--- config.mk ---
export PLATFORM = sky130hd
export DESIGN_NAME = async_fifo_write_arbiter
export DESIGN_NICKNAME = d
export VERILOG_FILES = /design/src/rtl/async_fifo_write_arbiter_pkg.sv /design/src/rtl/async_fifo_write_arbiter_rr_arbiter.sv /design/src/rtl/async_fifo_write_arbiter.sv
export SDC_FILE = /design/constraint.sdc
export NUM_CORES = 1
export LEC_CHECK = 0
export CORE_MARGIN = 1
export CORE_UTILIZATION = 45
export CTS_BUF_LIST = sky130_fd_sc_hd__clkbuf_8
export CTS_CLUSTER_SIZE = 12
export DETAILED_ROUTE_END_ITERATION = 16
export DONT_BUFFER_PORTS = 1
export HOLD_SLACK_MARGIN = 0.03
export PLACE_DENSITY = 0.62
export SYNTH_ARGS = -nofsm -noshare
export SYNTH_HDL_FRONTEND = slang
export SYNTH_SLANG_ARGS = --single-unit
--- constraint.sdc ---
create_clock -name write_clk -period 3.34 [get_ports write_clk]
set_clock_uncertainty 0.1 [all_clocks]
set_input_delay 0.668 -clock write_clk [delete_from_list [all_inputs] [get_ports write_clk]]
set_output_delay 0.668 -clock write_clk [all_outputs]
set_load 0.01 [all_outputs]
--- src/rtl/async_fifo_write_arbiter_pkg.sv ---
// Shared types and helpers for the FIFO write-port arbiter.
`ifndef DATA_WIDTH
`define DATA_WIDTH 8
`endif

package async_fifo_write_arbiter_pkg;

    // FIFO word width, tied to the FIFO's global width macro.
    localparam int FIFO_DATA_WIDTH = `DATA_WIDTH;

    // Controller states: waiting for requests, or streaming one requester's burst.
    typedef enum logic {
        IDLE  = 1'b0,
        BURST = 1'b1
    } arb_state_e;

    // Index width that never collapses to zero bits.
    function automatic int safe_clog2(input int n);
        return (n <= 2) ? 1 : $clog2(n);
    endfunction

endpackage

--- src/rtl/async_fifo_write_arbiter_rr_arbiter.sv ---
// Combinational round-robin pick: first asserted request at or after ptr_i.
module async_fifo_write_arbiter_rr_arbiter
    import async_fifo_write_arbiter_pkg::*;
#(
    parameter int NUM_REQ = 4,
    parameter int IDX_W   = safe_clog2(NUM_REQ)
) (
    input  logic [NUM_REQ-1:0] req_i,
    input  logic [IDX_W-1:0]   ptr_i,
    output logic [NUM_REQ-1:0] gnt_o,
    output logic [IDX_W-1:0]   idx_o,
    output logic               valid_o
);

    logic [2*NUM_REQ-1:0] req_dbl;
    logic [NUM_REQ-1:0]   req_rot;

    // Rotate requests so ptr_i sits at bit 0, then take the lowest set bit.
    always_comb begin
        // NOTE: every output of a combinational block gets a default first so no path leaves it unassigned (which would infer a latch).
        req_dbl = {req_i, req_i} >> ptr_i;
        req_rot = req_dbl[NUM_REQ-1:0];
        valid_o = 1'b0;
        idx_o   = '0;
        for (int k = NUM_REQ - 1; k >= 0; k--) begin
            if (req_rot[k]) begin
                valid_o = 1'b1;
                idx_o   = IDX_W'((int'(ptr_i) + k) % NUM_REQ);
            end
        end
        gnt_o = valid_o ? (NUM_REQ'(1) << idx_o) : '0;
    end

endmodule

--- src/rtl/async_fifo_write_arbiter.sv ---
// Round-robin, burst-bounded sharing of the FIFO write port among NUM_REQ producers.
module async_fifo_write_arbiter
    import async_fifo_write_arbiter_pkg::*;
#(
    parameter int NUM_REQ    = 4,
    parameter int DATA_WIDTH = FIFO_DATA_WIDTH,
    parameter int MAX_BURST  = 4,
    parameter int CNT_WIDTH  = 16,
    localparam int IDX_W     = safe_clog2(NUM_REQ)
) (
    input  logic                          write_clk,
    input  logic                          write_rst,
    input  logic [NUM_REQ-1:0]            req_valid,
    input  logic [NUM_REQ*DATA_WIDTH-1:0] req_data,
    input  logic [NUM_REQ-1:0]            req_last,
    output logic [NUM_REQ-1:0]            req_ready,
    input  logic                          write_full,
    output logic                          write_en,
    output logic [DATA_WIDTH-1:0]         write_data,
    output logic [IDX_W-1:0]              grant_id,
    output logic                          busy,
    output logic [NUM_REQ*CNT_WIDTH-1:0]  word_cnt
);

    localparam int BEAT_W = safe_clog2(MAX_BURST);

    arb_state_e           state_q, state_d;
    logic [IDX_W-1:0]     rr_ptr_q, rr_ptr_d;
    logic [IDX_W-1:0]     grant_q, grant_d;
    logic [NUM_REQ-1:0]   gnt_oh_q, gnt_oh_d;
    logic [BEAT_W-1:0]    beat_q, beat_d;
    logic [CNT_WIDTH-1:0] cnt_q [NUM_REQ];
    logic [DATA_WIDTH-1:0] req_word [NUM_REQ];

    logic               arb_valid;
    logic [IDX_W-1:0]   arb_idx;
    logic [NUM_REQ-1:0] arb_gnt;
    logic [IDX_W-1:0]   grant_next;

    for (genvar g = 0; g < NUM_REQ; g++) begin : g_unpack
        assign req_word[g] = req_data[g*DATA_WIDTH +: DATA_WIDTH];
        assign word_cnt[g*CNT_WIDTH +: CNT_WIDTH] = cnt_q[g];
    end

    assign grant_id   = grant_q;
    assign grant_next = (grant_q == IDX_W'(NUM_REQ - 1)) ? '0 : grant_q + 1'b1;

    async_fifo_write_arbiter_rr_arbiter #(
        .NUM_REQ (NUM_REQ),
        .IDX_W   (IDX_W)
    ) u_rr (
        .req_i   (req_valid),
        .ptr_i   (rr_ptr_q),
        .gnt_o   (arb_gnt),
        .idx_o   (arb_idx),
        .valid_o (arb_valid)
    );

    // State register: controller state, rotation pointer, current grant and beat count.
    always_ff @(posedge write_clk or posedge write_rst) begin
        if (write_rst) begin
            state_q  <= IDLE;
            rr_ptr_q <= '0;
            grant_q  <= '0;
            gnt_oh_q <= '0;
            beat_q   <= '0;
        end else begin
            // NOTE: sequential state uses non-blocking assignments so every register samples pre-edge values.
            state_q  <= state_d;
            rr_ptr_q <= rr_ptr_d;
            grant_q  <= grant_d;
            gnt_oh_q <= gnt_oh_d;
            beat_q   <= beat_d;
        end
    end

    // Next state: arbitrate in IDLE; in BURST leave on last word, full burst or abandon.
    always_comb begin
        state_d  = state_q;
        rr_ptr_d = rr_ptr_q;
        grant_d  = grant_q;
        gnt_oh_d = gnt_oh_q;
        beat_d   = beat_q;
        case (state_q)
            IDLE: begin
                if (arb_valid) begin
                    state_d  = BURST;
                    grant_d  = arb_idx;
                    gnt_oh_d = arb_gnt;
                    beat_d   = '0;
                end
            end
            BURST: begin
                if (!req_valid[grant_q] ||
                    (write_en && (req_last[grant_q] || beat_q == BEAT_W'(MAX_BURST - 1)))) begin
                    state_d  = IDLE;
                    rr_ptr_d = grant_next;
                end else if (write_en) begin
                    beat_d = beat_q + 1'b1;
                end
            end
            default: state_d = IDLE;
        endcase
    end

    // Outputs: route the granted requester straight onto the FIFO write port, throttled by full.
    always_comb begin
        busy       = (state_q == BURST);
        write_en   = busy && req_valid[grant_q] && !write_full;
        req_ready  = (busy && !write_full) ? gnt_oh_q : '0;
        write_data = write_en ? req_word[grant_q] : '0;
    end

    // Debug counters: one accepted-word count per requester, wrapping naturally.
    always_ff @(posedge write_clk or posedge write_rst) begin
        if (write_rst) begin
            // NOTE: this counter array is cleared on reset because its value is architecturally visible; plain data storage would not need it.
            for (int i = 0; i < NUM_REQ; i++) cnt_q[i] <= '0;
        end else if (write_en) begin
            cnt_q[grant_q] <= cnt_q[grant_q] + 1'b1;
        end
    end

endmodule

==> key figures <==
Status
  – Outcome: complete, no violations

Route
  – Vias: 2729
  – Uppermost layer routed: met4
  – Met3 wire length: 775 µm
  – WL per Instance: 20.26 µm
  – Number of DRC markers in iteration 0: 109
  – WL met2: 4619 µm
  – Post-Route WL: 9280 µm
  – Routed vias/inst: 5.959
  – Post-Route M1 WL: 3731 µm
  – DRT antenna net count: 0
  – DRC violations left: 0
  – Detailed-router iteration count before antenna repair: 4

Clocking
  – CTS tree: done
  – Later-pin clock latency in the skew report: 0.36 ns
  – Post-CTS setup buffers: 0
  – H-tree depth: 3
  – Clock-pin slew on the worst setup and hold paths: 0.08 ns
  – Root Driver: clkbuf_8
  – Num CTS Buffers: 9
  – Cts repair resizes: 0
  – CTS max path bufs: 2
  – Hold_buf cts: 0
  – CTS sink count: 75

Setup path
  – Slowest cell on crit path: mux4_1
  – R2R Setup Slk: 0.65 ns
  – Worst Path Max Fanout: 20
  – CP most frequent cell: buf_4
  – Setup crit start kind: flop
  – Crit Path Class: flop to output port
  – Critical Path Max Stage Delay: 0.61 ns
  – Reg2Reg Depth: 7
  – Crit path cell chain: buf_4 > buf_4 > mux4_1 > and3_1
  – Crit Reg-Reg Startpoint: grant_id[0]
  – CP required: 2.57 ns
  – Arr. time, crit path: 2.24 ns
  – Worst reg2reg endpoint: word_cnt[14]
  – Critical Path Sink Type: output port

Floorplanning
  – Die X: 96.06 µm
  – Die Span Y: 96.06 µm
  – IO Pins: 123
  – Initial Utilization: 0.4750
  – Rows: 33
  – Full die area: 9228 µm²
  – Core Region: 8382 µm²

Synthesis
  – Synth Area in Adders: 0.01886
  – Multiplexer share of the synthesized area: 0.1989
  – Post-synthesis xor/xnor area fraction: 0.03080
  – Gate Count Post-Synth: 342
  – Ys Warns: 0
  – Syn Area/Cell: 11.64 µm²
  – Synth Area in Simple Gates: 0.1424
  – Main combinational cell family by area after synthesis: multiplexers
  – Number of enable-type register cells in the synthesized netlist: 0
  – Post-Syn Area: 3981 µm²
  – Synth cell types: 39
  – Total nets after synthesis: 391
  – Register bit count reported by yosys: 75
  – Post-synthesis sequential area ratio: 0.4714
  – Main synth FF type: dfrtp_1
  – Ys async rst share: 1.000
  – Complex-gate fraction of the synthesized area: 0.09365

Power and ir drop
  – P per Cell Area: 680.3 nW/µm²
  – Design Power: 2.966 mW
  – Leak pwr: 1.936 nW
  – Peak VDD IR: 0.3895 mV

Global route
  – Vias in the first global route: 2663
  – Global route total overflow: 0
  – Largest net degree at the start of global routing: 76
  – Global-route wire length before repair: 14230 µm
  – Initial antenna violation count: 0
  – Tot GR Track Use: 0.2153

Timing
  – RSZ-0062 raised after global routing: no
  – Total negative slack: 0 ns
  – Final Hold Fails: 0
  – Period utilization: 0.9015
  – Max Clk Rate: 332.1 MHz
  – # setup viols final: 0
  – Setup WS post-layout: 0.3291 ns
  – Slew headroom: 0.6009
  – Minimum clock period: 3.011 ns
  – Worst Max-Slew Pin Slew: 0.5971 ns
  – Max-slew violation count: 0

Place
  – Setup Slack @ Placement: 0.6044 ns
  – I/O Buffers: 0
  – Detailed Place HPWL: 6740 µm
  – RD Place Congestion: 0.7340

Cells and area
  – Nets: 397
  – Synthesis-to-layout area growth: 9.522%
  – N_diodes: 0
  – Fillers: 730
  – Fraction of layout cells with a size suffix above 1: 0.1813

Run
  – MaxCap Viol Count: 0

Worst hold path
  – Hold/Removal Path Class: primary input to asynchronous set/reset pin
[placed cells by master, fill, tap and decap left out, types with 2 or more instances in the layout]
cell / n
a22o_1: 2
clkbuf_8: 9
mux4_1: 13
o21ai_0: 50
mux4_2: 13
nor2_1: 6
inv_2: 2
dfrtp_1: 74
a21oi_1: 2
bufinv_16: 3
nor3_1: 2
inv_6: 2
a221o_1: 2
xor2_1: 3
buf_4: 15
nand2_1: 65
o21ai_1: 10
and2_1: 7
ha_1: 6
nand3_1: 4
xnor2_1: 11
nor4_2: 4
and3_1: 8
inv_1: 9
nand3_4: 2
mux2_1: 7
mux2_2: 7
[worst max-delay path: cells and delay by family (launching register included)]
kind                   cells  cell delay (ns)
flip-flops                 1             0.37
multiplexers               1             0.61
AND/OR/NAND/NOR            1             0.25
buffers and inverters      2             0.64
[cell type report]
type / count / area, µm² / area share
clock buffer: 9 / 123.9 / 0.02841
clock inverter: 7 / 123.9 / 0.02841
inverter: 11 / 41.29 / 0.009469
multi-input combinational: 235 / 1929 / 0.4425
sequential: 75 / 1878 / 0.4307
tap: 105 / 131.4 / 0.03013
timing repair buffer: 16 / 132.6 / 0.03042
[state kept, by name, summed over array words and instances, names as in the netlist]
| signal | count |
|---|---|
| beat_q | 2 |
| rr_ptr_q | 2 |
| gnt_oh_q | 4 |
| word_cnt | 64 |
| grant_id | 2 |
| busy | 1 |
[Yosys cell counts, drive strengths merged, types with 3 or more instances]
cell type	count	area, µm²
clkbuf	8	30.03
mux2	14	157.7
o21ai	60	300.3
and3	8	50.05
mux4	26	634.4
nand3	6	55.05
buf	13	103.9
inv	11	41.29
xnor2	11	96.34
and2	7	43.79
dfrtp	75	1877
nand4	3	40.04
nor2	6	22.52
xor2	3	26.28
nand2	65	244.0
nor4	4	50.05
ha	6	75.07
[routing by layer]
| layer | up-vias | track usage |
|---|---|---|
| met5 | - | 0 |
| met4 | 0 | 0.07338 |
| li1 | 1252 | - |
| met1 | 1353 | 0.2641 |
| met2 | 113 | 0.3564 |
| met3 | 11 | 0.07109 |
[metrics by stage]
stage | instance area, µm² | cells | utilization | hold slack [ns]
2_1_floorplan | 3981 | 342 | - | 0.3418
3_3_place_gp | 4113 | 442 | 0.4907 | 0.3586
3_5_place_dp | 4113 | 442 | 0.4907 | 0.3738
4_1_cts | 4360 | 458 | 0.5202 | 0.1925
5_1_grt | 4360 | 458 | 0.5202 | 0.2091
6_report | 4360 | 458 | 0.5202 | 0.1761
[power by group]
part / leakage, nW / internal (mW) / switching [mW]
registers: 1.02 / 1.02 / 0.155
logic: 0.795 / 0.411 / 0.514
clock network: 0.120 / 0.502 / 0.359
total: 1.94 / 1.94 / 1.03
[cells by family (layout without fill, tap and decap cells)]
family	after synthesis	after routing
AO/OA/AOI/OAI	69	69
XOR/XNOR	14	14
adder cells (fa/ha/maj)	6	6
buffers and inverters	32	43
flip-flops	75	75
multiplexers	40	40
AND/OR/NAND/NOR	106	106
[worst max-delay path by stage]
stage / depth (start not counted) / startpoint / to
6_report: 4 / grant_id[0] / write_data[7]
3_3_place_gp: 4 / req_valid[1] / word_cnt[17]
3_5_place_dp: 4 / req_valid[1] / word_cnt[17]
5_1_grt: 4 / grant_id[0] / write_data[7]
4_1_cts: 4 / grant_id[0] / write_data[7]
2_1_floorplan: 1 / write_rst / beat_q[0]
No activity file was read; power rests on OpenSTA's default activity.
